## src/rtl/l2_axi_pkg.sv

```systemverilog
// ============================================================================
// Module   : l2_axi_pkg
// Purpose  : Shared definitions for the L2-to-AXI4 memory bridge: bridge
//            state encoding, AXI burst constants and the line-alignment helper.
// Ports    : none (package)
// Revision : 1.0 - initial release
// ============================================================================
`default_nettype none

package l2_axi_pkg;

    typedef enum logic [2:0] {
        ST_IDLE = 3'd0,
        ST_AR   = 3'd1,
        ST_R    = 3'd2,
        ST_AW   = 3'd3,
        ST_W    = 3'd4,
        ST_B    = 3'd5,
        ST_DONE = 3'd6
    } state_e;

    localparam logic [1:0] c_burst_incr = 2'b01;
    localparam logic [2:0] c_size_word  = 3'b010;

    // Clear the word offset and byte offset so the burst starts on a line.
    function automatic logic [31:0] line_align(input logic [31:0] addr,
                                               input int          offset_width);
        logic [31:0] mask;
        mask = ~((32'd1 << (offset_width + 2)) - 32'd1);
        return addr & mask;
    endfunction

endpackage

`default_nettype wire

```

## src/rtl/l2_mem_axi_bridge_line_beat_buffer.sv

```systemverilog
// ============================================================================
// Module   : line_beat_buffer
// Purpose  : One cache line held as 2^OFFSET_WIDTH 32-bit words. Offers a
//            word-wide write port for assembling read bursts, a full-line
//            load for write bursts, and a word read mux for disassembly.
// Ports    : clk, rst        - clock, async active-high reset (clears line)
//            load/load_line  - capture a whole line (takes priority)
//            wr_en/wr_idx/wr_word - write one word
//            wr_first        - with wr_en, zero every word not being written
//            rd_idx/rd_word  - word read mux
//            line            - full registered line
// Revision : 1.0 - initial release
// ============================================================================
`default_nettype none

module line_beat_buffer #(
    parameter int OFFSET_WIDTH = 3
) (
    input  logic                            clk,
    input  logic                            rst,
    input  logic                            load,
    input  logic [(32<<OFFSET_WIDTH)-1:0]   load_line,
    input  logic                            wr_en,
    input  logic                            wr_first,
    input  logic [OFFSET_WIDTH-1:0]         wr_idx,
    input  logic [31:0]                     wr_word,
    input  logic [OFFSET_WIDTH-1:0]         rd_idx,
    output logic [31:0]                     rd_word,
    output logic [(32<<OFFSET_WIDTH)-1:0]   line
);

    localparam int WORDS = 1 << OFFSET_WIDTH;

    logic [31:0] r_words [WORDS];

    for (genvar gi = 0; gi < WORDS; gi++) begin : g_word
        // The first beat of a new burst wipes stale words, so a single-beat
        // access leaves the upper part of the line at zero.
        always_ff @(posedge clk or posedge rst) begin
            if (rst) begin
                r_words[gi] <= '0;
            end else if (load) begin
                r_words[gi] <= load_line[gi*32 +: 32];
            end else if (wr_en && (wr_idx == OFFSET_WIDTH'(gi))) begin
                r_words[gi] <= wr_word;
            end else if (wr_en && wr_first) begin
                r_words[gi] <= '0;
            end
        end

        assign line[gi*32 +: 32] = r_words[gi];
    end

    assign rd_word = r_words[rd_idx];

endmodule

`default_nettype wire

```

## src/rtl/l2_mem_axi_bridge.sv

```systemverilog
// ============================================================================
// Module   : l2_mem_axi_bridge
// Purpose  : Turns L2 memory-side requests into AXI4 transactions, one at a
//            time. Cached accesses become full-line INCR bursts, uncached
//            (SUC) accesses single beats. Read beats are assembled into a
//            line returned on din_mem_l2cache.
// Ports    : clk, rst                      - clock, async active-high reset
//            L2 side : addr_*, dout, req_r/w, SUC, wstrb, size, rdy (in)
//                      addrOK_r/w, din, dataOK (out)
//            AXI side: AR/R/AW/W/B channels (no rresp/bresp)
// Revision : 1.0 - initial release
// ============================================================================
`default_nettype none

module l2_mem_axi_bridge
    import l2_axi_pkg::*;
#(
    parameter int OFFSET_WIDTH = 3
) (
    input  logic                            clk,
    input  logic                            rst,
    // L2 side
    input  logic [31:0]                     addr_l2cache_mem_r,
    input  logic [31:0]                     addr_l2cache_mem_w,
    input  logic [(32<<OFFSET_WIDTH)-1:0]   dout_l2cache_mem,
    input  logic                            l2cache_mem_req_r,
    input  logic                            l2cache_mem_req_w,
    input  logic                            l2cache_mem_SUC,
    input  logic [3:0]                      l2cache_mem_wstrb,
    input  logic [1:0]                      l2cache_mem_size,
    input  logic                            l2cache_mem_rdy,
    output logic                            mem_l2cache_addrOK_r,
    output logic                            mem_l2cache_addrOK_w,
    output logic [(32<<OFFSET_WIDTH)-1:0]   din_mem_l2cache,
    output logic                            mem_l2cache_dataOK,
    // AXI read address / data
    output logic [31:0]                     araddr,
    output logic [7:0]                      arlen,
    output logic [2:0]                      arsize,
    output logic [1:0]                      arburst,
    output logic                            arvalid,
    input  logic                            arready,
    input  logic [31:0]                     rdata,
    input  logic                            rlast,
    input  logic                            rvalid,
    output logic                            rready,
    // AXI write address / data / response
    output logic [31:0]                     awaddr,
    output logic [7:0]                      awlen,
    output logic [2:0]                      awsize,
    output logic [1:0]                      awburst,
    output logic                            awvalid,
    input  logic                            awready,
    output logic [31:0]                     wdata,
    output logic [3:0]                      wstrb,
    output logic                            wlast,
    output logic                            wvalid,
    input  logic                            wready,
    input  logic                            bvalid,
    output logic                            bready
);

    localparam int         WORDS       = 1 << OFFSET_WIDTH;
    localparam logic [7:0] c_full_len  = 8'(WORDS - 1);
    localparam logic [7:0] c_words     = 8'(WORDS);

    state_e                  r_state;
    logic [7:0]              r_cnt;
    logic                    r_suc;

    logic                    w_rbuf_wr_en;
    logic [OFFSET_WIDTH-1:0] w_wbuf_idx;
    logic [31:0]             w_wbuf_word;
    logic [31:0]             w_rbuf_word_unused;
    logic [(32<<OFFSET_WIDTH)-1:0] w_wbuf_line_unused;

    // Beats past the end of the line are dropped; an uncached read only
    // ever keeps its first word.
    assign w_rbuf_wr_en = (r_state == ST_R) && rvalid && (r_cnt < c_words)
                          && (!r_suc || (r_cnt == 8'd0));

    // wdata is registered, so the mux looks one beat ahead of r_cnt.
    assign w_wbuf_idx = (r_state == ST_W) ? OFFSET_WIDTH'(r_cnt + 8'd1)
                                          : '0;

    line_beat_buffer #(.OFFSET_WIDTH(OFFSET_WIDTH)) u_rd_buf (
        .clk       (clk),
        .rst       (rst),
        .load      (1'b0),
        .load_line ('0),
        .wr_en     (w_rbuf_wr_en),
        .wr_first  (r_cnt == 8'd0),
        .wr_idx    (r_cnt[OFFSET_WIDTH-1:0]),
        .wr_word   (rdata),
        .rd_idx    ('0),
        .rd_word   (w_rbuf_word_unused),
        .line      (din_mem_l2cache)
    );

    line_beat_buffer #(.OFFSET_WIDTH(OFFSET_WIDTH)) u_wr_buf (
        .clk       (clk),
        .rst       (rst),
        .load      ((r_state == ST_IDLE) && l2cache_mem_req_w),
        .load_line (dout_l2cache_mem),
        .wr_en     (1'b0),
        .wr_first  (1'b0),
        .wr_idx    ('0),
        .wr_word   ('0),
        .rd_idx    (w_wbuf_idx),
        .rd_word   (w_wbuf_word),
        .line      (w_wbuf_line_unused)
    );

    assign arburst = c_burst_incr;
    assign awburst = c_burst_incr;
    assign rready  = (r_state == ST_R);
    assign bready  = (r_state == ST_B);

    always_ff @(posedge clk or posedge rst) begin
        if (rst) begin
            r_state              <= ST_IDLE;
            r_cnt                <= '0;
            r_suc                <= 1'b0;
            mem_l2cache_addrOK_r <= 1'b0;
            mem_l2cache_addrOK_w <= 1'b0;
            mem_l2cache_dataOK   <= 1'b0;
            araddr               <= '0;
            arlen                <= '0;
            arsize               <= '0;
            arvalid              <= 1'b0;
            awaddr               <= '0;
            awlen                <= '0;
            awsize               <= '0;
            awvalid              <= 1'b0;
            wdata                <= '0;
            wstrb                <= '0;
            wlast                <= 1'b0;
            wvalid               <= 1'b0;
        end else begin
            mem_l2cache_addrOK_r <= 1'b0;
            mem_l2cache_addrOK_w <= 1'b0;
            case (r_state)
                ST_IDLE: begin
                    // Write first so a dirty victim leaves before its refill.
                    if (l2cache_mem_req_w) begin
                        mem_l2cache_addrOK_w <= 1'b1;
                        r_suc   <= l2cache_mem_SUC;
                        awaddr  <= l2cache_mem_SUC ? addr_l2cache_mem_w
                                   : line_align(addr_l2cache_mem_w, OFFSET_WIDTH);
                        awlen   <= l2cache_mem_SUC ? 8'd0 : c_full_len;
                        awsize  <= l2cache_mem_SUC ? {1'b0, l2cache_mem_size}
                                                   : c_size_word;
                        wstrb   <= l2cache_mem_SUC ? l2cache_mem_wstrb : 4'hF;
                        r_state <= ST_AW;
                    end else if (l2cache_mem_req_r) begin
                        mem_l2cache_addrOK_r <= 1'b1;
                        r_suc   <= l2cache_mem_SUC;
                        araddr  <= l2cache_mem_SUC ? addr_l2cache_mem_r
                                   : line_align(addr_l2cache_mem_r, OFFSET_WIDTH);
                        arlen   <= l2cache_mem_SUC ? 8'd0 : c_full_len;
                        arsize  <= l2cache_mem_SUC ? {1'b0, l2cache_mem_size}
                                                   : c_size_word;
                        r_state <= ST_AR;
                    end
                end
                ST_AR: begin
                    if (!arvalid) begin
                        arvalid <= 1'b1;
                    end else if (arready) begin
                        arvalid <= 1'b0;
                        r_cnt   <= '0;
                        r_state <= ST_R;
                    end
                end
                ST_R: begin
                    if (rvalid) begin
                        if (r_cnt < c_words) begin
                            r_cnt <= r_cnt + 8'd1;
                        end
                        if (rlast) begin
                            mem_l2cache_dataOK <= 1'b1;
                            r_state            <= ST_DONE;
                        end
                    end
                end
                ST_AW: begin
                    if (!awvalid) begin
                        awvalid <= 1'b1;
                    end else if (awready) begin
                        awvalid <= 1'b0;
                        wvalid  <= 1'b1;
                        wdata   <= w_wbuf_word;
                        wlast   <= (awlen == 8'd0);
                        r_cnt   <= '0;
                        r_state <= ST_W;
                    end
                end
                ST_W: begin
                    if (wready) begin
                        if (wlast) begin
                            wvalid  <= 1'b0;
                            wlast   <= 1'b0;
                            r_state <= ST_B;
                        end else begin
                            r_cnt <= r_cnt + 8'd1;
                            wdata <= w_wbuf_word;
                            wlast <= ((r_cnt + 8'd1) == awlen);
                        end
                    end
                end
                ST_B: begin
                    if (bvalid) begin
                        mem_l2cache_dataOK <= 1'b1;
                        r_state            <= ST_DONE;
                    end
                end
                ST_DONE: begin
                    if (l2cache_mem_rdy) begin
                        mem_l2cache_dataOK <= 1'b0;
                        r_state            <= ST_IDLE;
                    end
                end
                default: begin
                    r_state <= ST_IDLE;
                end
            endcase
        end
    end

endmodule

`default_nettype wire

```

## config.mk

```make
export PLATFORM = sky130hd
export DESIGN_NAME = l2_mem_axi_bridge
export DESIGN_NICKNAME = d
export VERILOG_FILES = /design/src/rtl/l2_axi_pkg.sv /design/src/rtl/l2_mem_axi_bridge_line_beat_buffer.sv /design/src/rtl/l2_mem_axi_bridge.sv
export SDC_FILE = /design/constraint.sdc
export NUM_CORES = 2
export LEC_CHECK = 0
export CAP_MARGIN = 25
export CORE_AREA = 10 10 291 293
export DETAILED_ROUTE_END_ITERATION = 12
export DIE_AREA = 0 0 301 303
export GPL_TIMING_DRIVEN = 0
export HOLD_SLACK_MARGIN = 0.15
export REMOVE_ABC_BUFFERS = 1
export SLEW_MARGIN = 20
export SYNTH_ARGS = -nofsm -noshare
export SYNTH_HDL_FRONTEND = slang
export SYNTH_SLANG_ARGS = --single-unit
```

## constraint.sdc

```tcl
create_clock -name clk -period 19 [get_ports clk]
set_input_delay 1.9 -clock clk [delete_from_list [all_inputs] [get_ports clk]]
set_output_delay 1.9 -clock clk [all_outputs]
set_load 0.005 [all_outputs]
```

==> results.ini <==
[setup_path]
required_ns = 17.10
critPathLaunchType = flop
r2r-start = r_cnt[0]
crit_fanout = 19
arrival_ns = 2.54
crit_path_max_incr_delay_ns = 0.82
end_kind = output pin
critical_path.top_delay_family = flip-flops
crit_chain = nor3b_4 -> clkdlybuf4s50_1
r2r_slack_ns = 15.26
crit_buf_inv = 1
worst-setup-path-type = reg2out
critPathSlowestCell = dfrtp_1
startpoint = r_state[1]

[place]
gp_congestion = 0.769
dp_hpwl_microns = 70500
place_area_sq_um = 35900
port_buffers = 744
dpl.cell_count = 4685

[clock_network]
clock_latency_ns = 0.62
clk_path_buf_depth = 3
cts_buffers = 72
hold_buffers = 0
cts.htree.levels = 3
cts_resized = 0
root_buffer = clkbuf_16
cts_tree = yes
post_cts_buffers = 0
clk_pin_slew_worst_paths_ns = 0.06
clkSinkCount = 637

[detailed_routing]
firstDrtPassIters = 5
via_count = 23100
antenna_left = 0
avgViaCountPerCell = 4.78
avgRoutedWirePerCell_microns = 20.4
drc = 0
drt_first_iter_violations = 1404
totalWireLength_microns = 98200

[timing]
finClkSkew_ns = 0.0239
min_period_over_period_pct = 23.4
finalHoldViolCount = 0
slew_headroom_pct = 33.2
whs_ns = 0.471
tightestPinTransition_ns = 1.00
rsz0062_at_grt = no
timing.fmax_mhz = 225
min_period_ns = 4.44
maxSlewViolCount = 0
setup_viol = 0

[power]
clock_power_share_pct = 27.9
swShare_pct = 32.9
power.switching_w = 0.00173
powerDensity_nw_per_um2 = 137
leakagePower_nw = 17.9
vdd_drop_max_uv = 84.7
p_int_w = 0.00354
sequentialPowerShare_pct = 39.4
power_frac_comb_pct = 32.8

[synthesis]
syn_area_per_cell_sq_um = 8.82
syn-instance-count = 3074
synth-seq-cells = 637
ys_warn_count = 0
synth_edf_count = 0
yosysUniqueCellTypes = 54
synth_top_flop_cell = dfrtp_1
async_flop_share_pct = 100
ys_seq_area_share_pct = 58.8
netlist_area_sq_um = 27100

[floorplanning]
rows = 103
dieWidth_microns = 301
pin_count = 761
floorplan.initialDensity_pct = 34.5
coreArea_sq_um = 78600
die_area_sq_um = 91200
die_h_microns = 303

[final_layout]
syn_to_final_growth_pct = 41.9
fillers = 7504
postLayoutCellArea_sq_um = 38500
multi_input_area_sq_um = 10100
nets = 4085
final-instance-count-excl-fill = 4826
seqCellArea_sq_um = 15900
drive_above_1_share_pct = 6.48

[global_routing]
grt_max_degree = 120
antenna_found_initial = 53
grt_pass1_wl_microns = 145000
overflow = 0
grt_pass1_vias = 22800
grt_usage_pct = 20.6

[run]
drv_cap = 0

[worst_hold_path]
hold_class = reg2reg
min_from = araddr[22]

[run_status]
status = completed

==> cell type report <==
cell class | instances | share of cell area [%]
well taps | 1050 | 3.41
repair buffers | 801 | 22.1
flip-flops and latches | 637 | 41.4
diodes | 13 | 0.0846
clock inverters | 20 | 0.784
clock buffers | 108 | 5.72
multi-input cells | 2181 | 26.2
inverters | 16 | 0.195
==> power groups by stage <==
stage               Combinational (W)  Sequential, W  Clock [W]
floorplan                    0.000871        0.00207          0
global placement              0.00175        0.00210          0
detailed placement            0.00175        0.00210          0
CTS                           0.00176        0.00208    0.00151
global route                  0.00193        0.00213    0.00157
finish                        0.00173        0.00208    0.00147
==> flip-flops by register name, summed over array words and instances (netlist names), 2 cells and up <==
signal	flops
r_cnt	8
u_wr_buf.line	256
arsize	2
awsize	2
araddr	32
awaddr	32
u_rd_buf.line	256
wstrb	4
wdata	32
r_state	3
==> per-stage QoR <==
stage                     worst slack (ns)   TNS, ns  util, %  total power (W)
after global placement               -9.82  -7272.70     44.2          0.00385
after detailed placement             14.25         0     45.7          0.00385
after CTS                            14.45         0     48.9          0.00535
after floorplan                     -0.744   -473.90        -          0.00294
after global routing                 14.40         0     48.9          0.00563
final                                14.56         0     48.9          0.00528
==> worst register-to-register path: cells and delay by family (launching register included) <==
| family | cells | cell delay [ns] |
|---|---|---|
| flops | 1 | 0.51 |
| simple gates | 1 | 0.60 |
| compound gates | 3 | 0.71 |
| fa+ha+maj | 2 | 0.67 |
| buf+inv | 6 | 1.11 |
| mux | 1 | 0.08 |
==> metal layers <==
| metal | vias to the layer above | part of all wire [%] | track usage, % |
|---|---|---|---|
| met5 | - | 0.48 | 0 |
| met4 | 74 | 2.3 | 6.64 |
| met3 | 182 | 11 | 9.03 |
| met2 | 770 | 47 | 33.4 |
| met1 | 10900 | 39 | 24.4 |
| li1 | 11100 | - | - |
==> final timing paths <==
check | depth (start not counted) | end
worst max register to register | 13 | wdata[29]
worst min-delay path | 2 | araddr[22]
worst min register to register | 2 | araddr[22]
max in group asynchronous | 6 | wdata[20]
min in group asynchronous | 2 | u_rd_buf.line[249]
worst max-delay path | 2 | rready
==> cells by family (layout without fill, tap and decap cells) <==
family,Yosys count,count (layout),synth area share [%]
muxes,99,99,3.86
other,2,29,0.0277
DFF,637,637,58.8
and+or+nand+nor,1734,1734,25.3
adders and majority gates,6,6,0.277
buffers and inverters,270,945,4.54
AOI/OAI and AO/OA,321,321,7.09
xor gates and xnor gates,5,5,0.162
==> synth_stat cells (2+ instances only) <==
cell / count / area [sq um]
a21oi_1: 27 / 135
a221oi_1: 23 / 201
a22oi_1: 3 / 22.5
a31oi_1: 39 / 244
a32o_1: 9 / 90.1
and2_1: 3 / 18.8
and3_1: 7 / 43.8
and4b_1: 3 / 30.0
buf_1: 16 / 60.1
buf_2: 58 / 290
buf_4: 30 / 225
buf_6: 4 / 45.0
clkbuf_1: 145 / 544
conb_1: 2 / 7.51
dfrtp_1: 637 / 15900
ha_1: 6 / 75.1
inv_1: 14 / 52.6
inv_2: 2 / 7.51
mux2_2: 44 / 495
mux2i_1: 55 / 551
nand2_1: 1528 / 5740
nand3_1: 127 / 636
nand3b_1: 4 / 30.0
nor2_1: 38 / 143
nor2b_1: 6 / 37.5
nor3_1: 5 / 25.0
nor3b_4: 2 / 37.5
nor4b_2: 2 / 30.0
o21ai_0: 178 / 891
o21ai_1: 5 / 25.0
o221ai_1: 18 / 158
o31ai_1: 8 / 60.1
o41ai_1: 2 / 17.5
xnor2_1: 3 / 26.3
xor2_1: 2 / 17.5
==> cells in the final DEF, fill, tap and decap left out, drive strengths merged, types with 23 or more instances in the layout <==
| master | instances |
|---|---|
| o21ai | 183 |
| nand2 | 1528 |
| buf | 58 |
| a21oi | 28 |
| nor2 | 39 |
| dfrtp | 637 |
| nand3 | 127 |
| mux2 | 44 |
| clkdlybuf4s50 | 743 |
| clkbuf | 108 |
| mux2i | 55 |
| a221oi | 23 |
| a31oi | 39 |
Note: power is estimated with default switching activity, not from simulation.
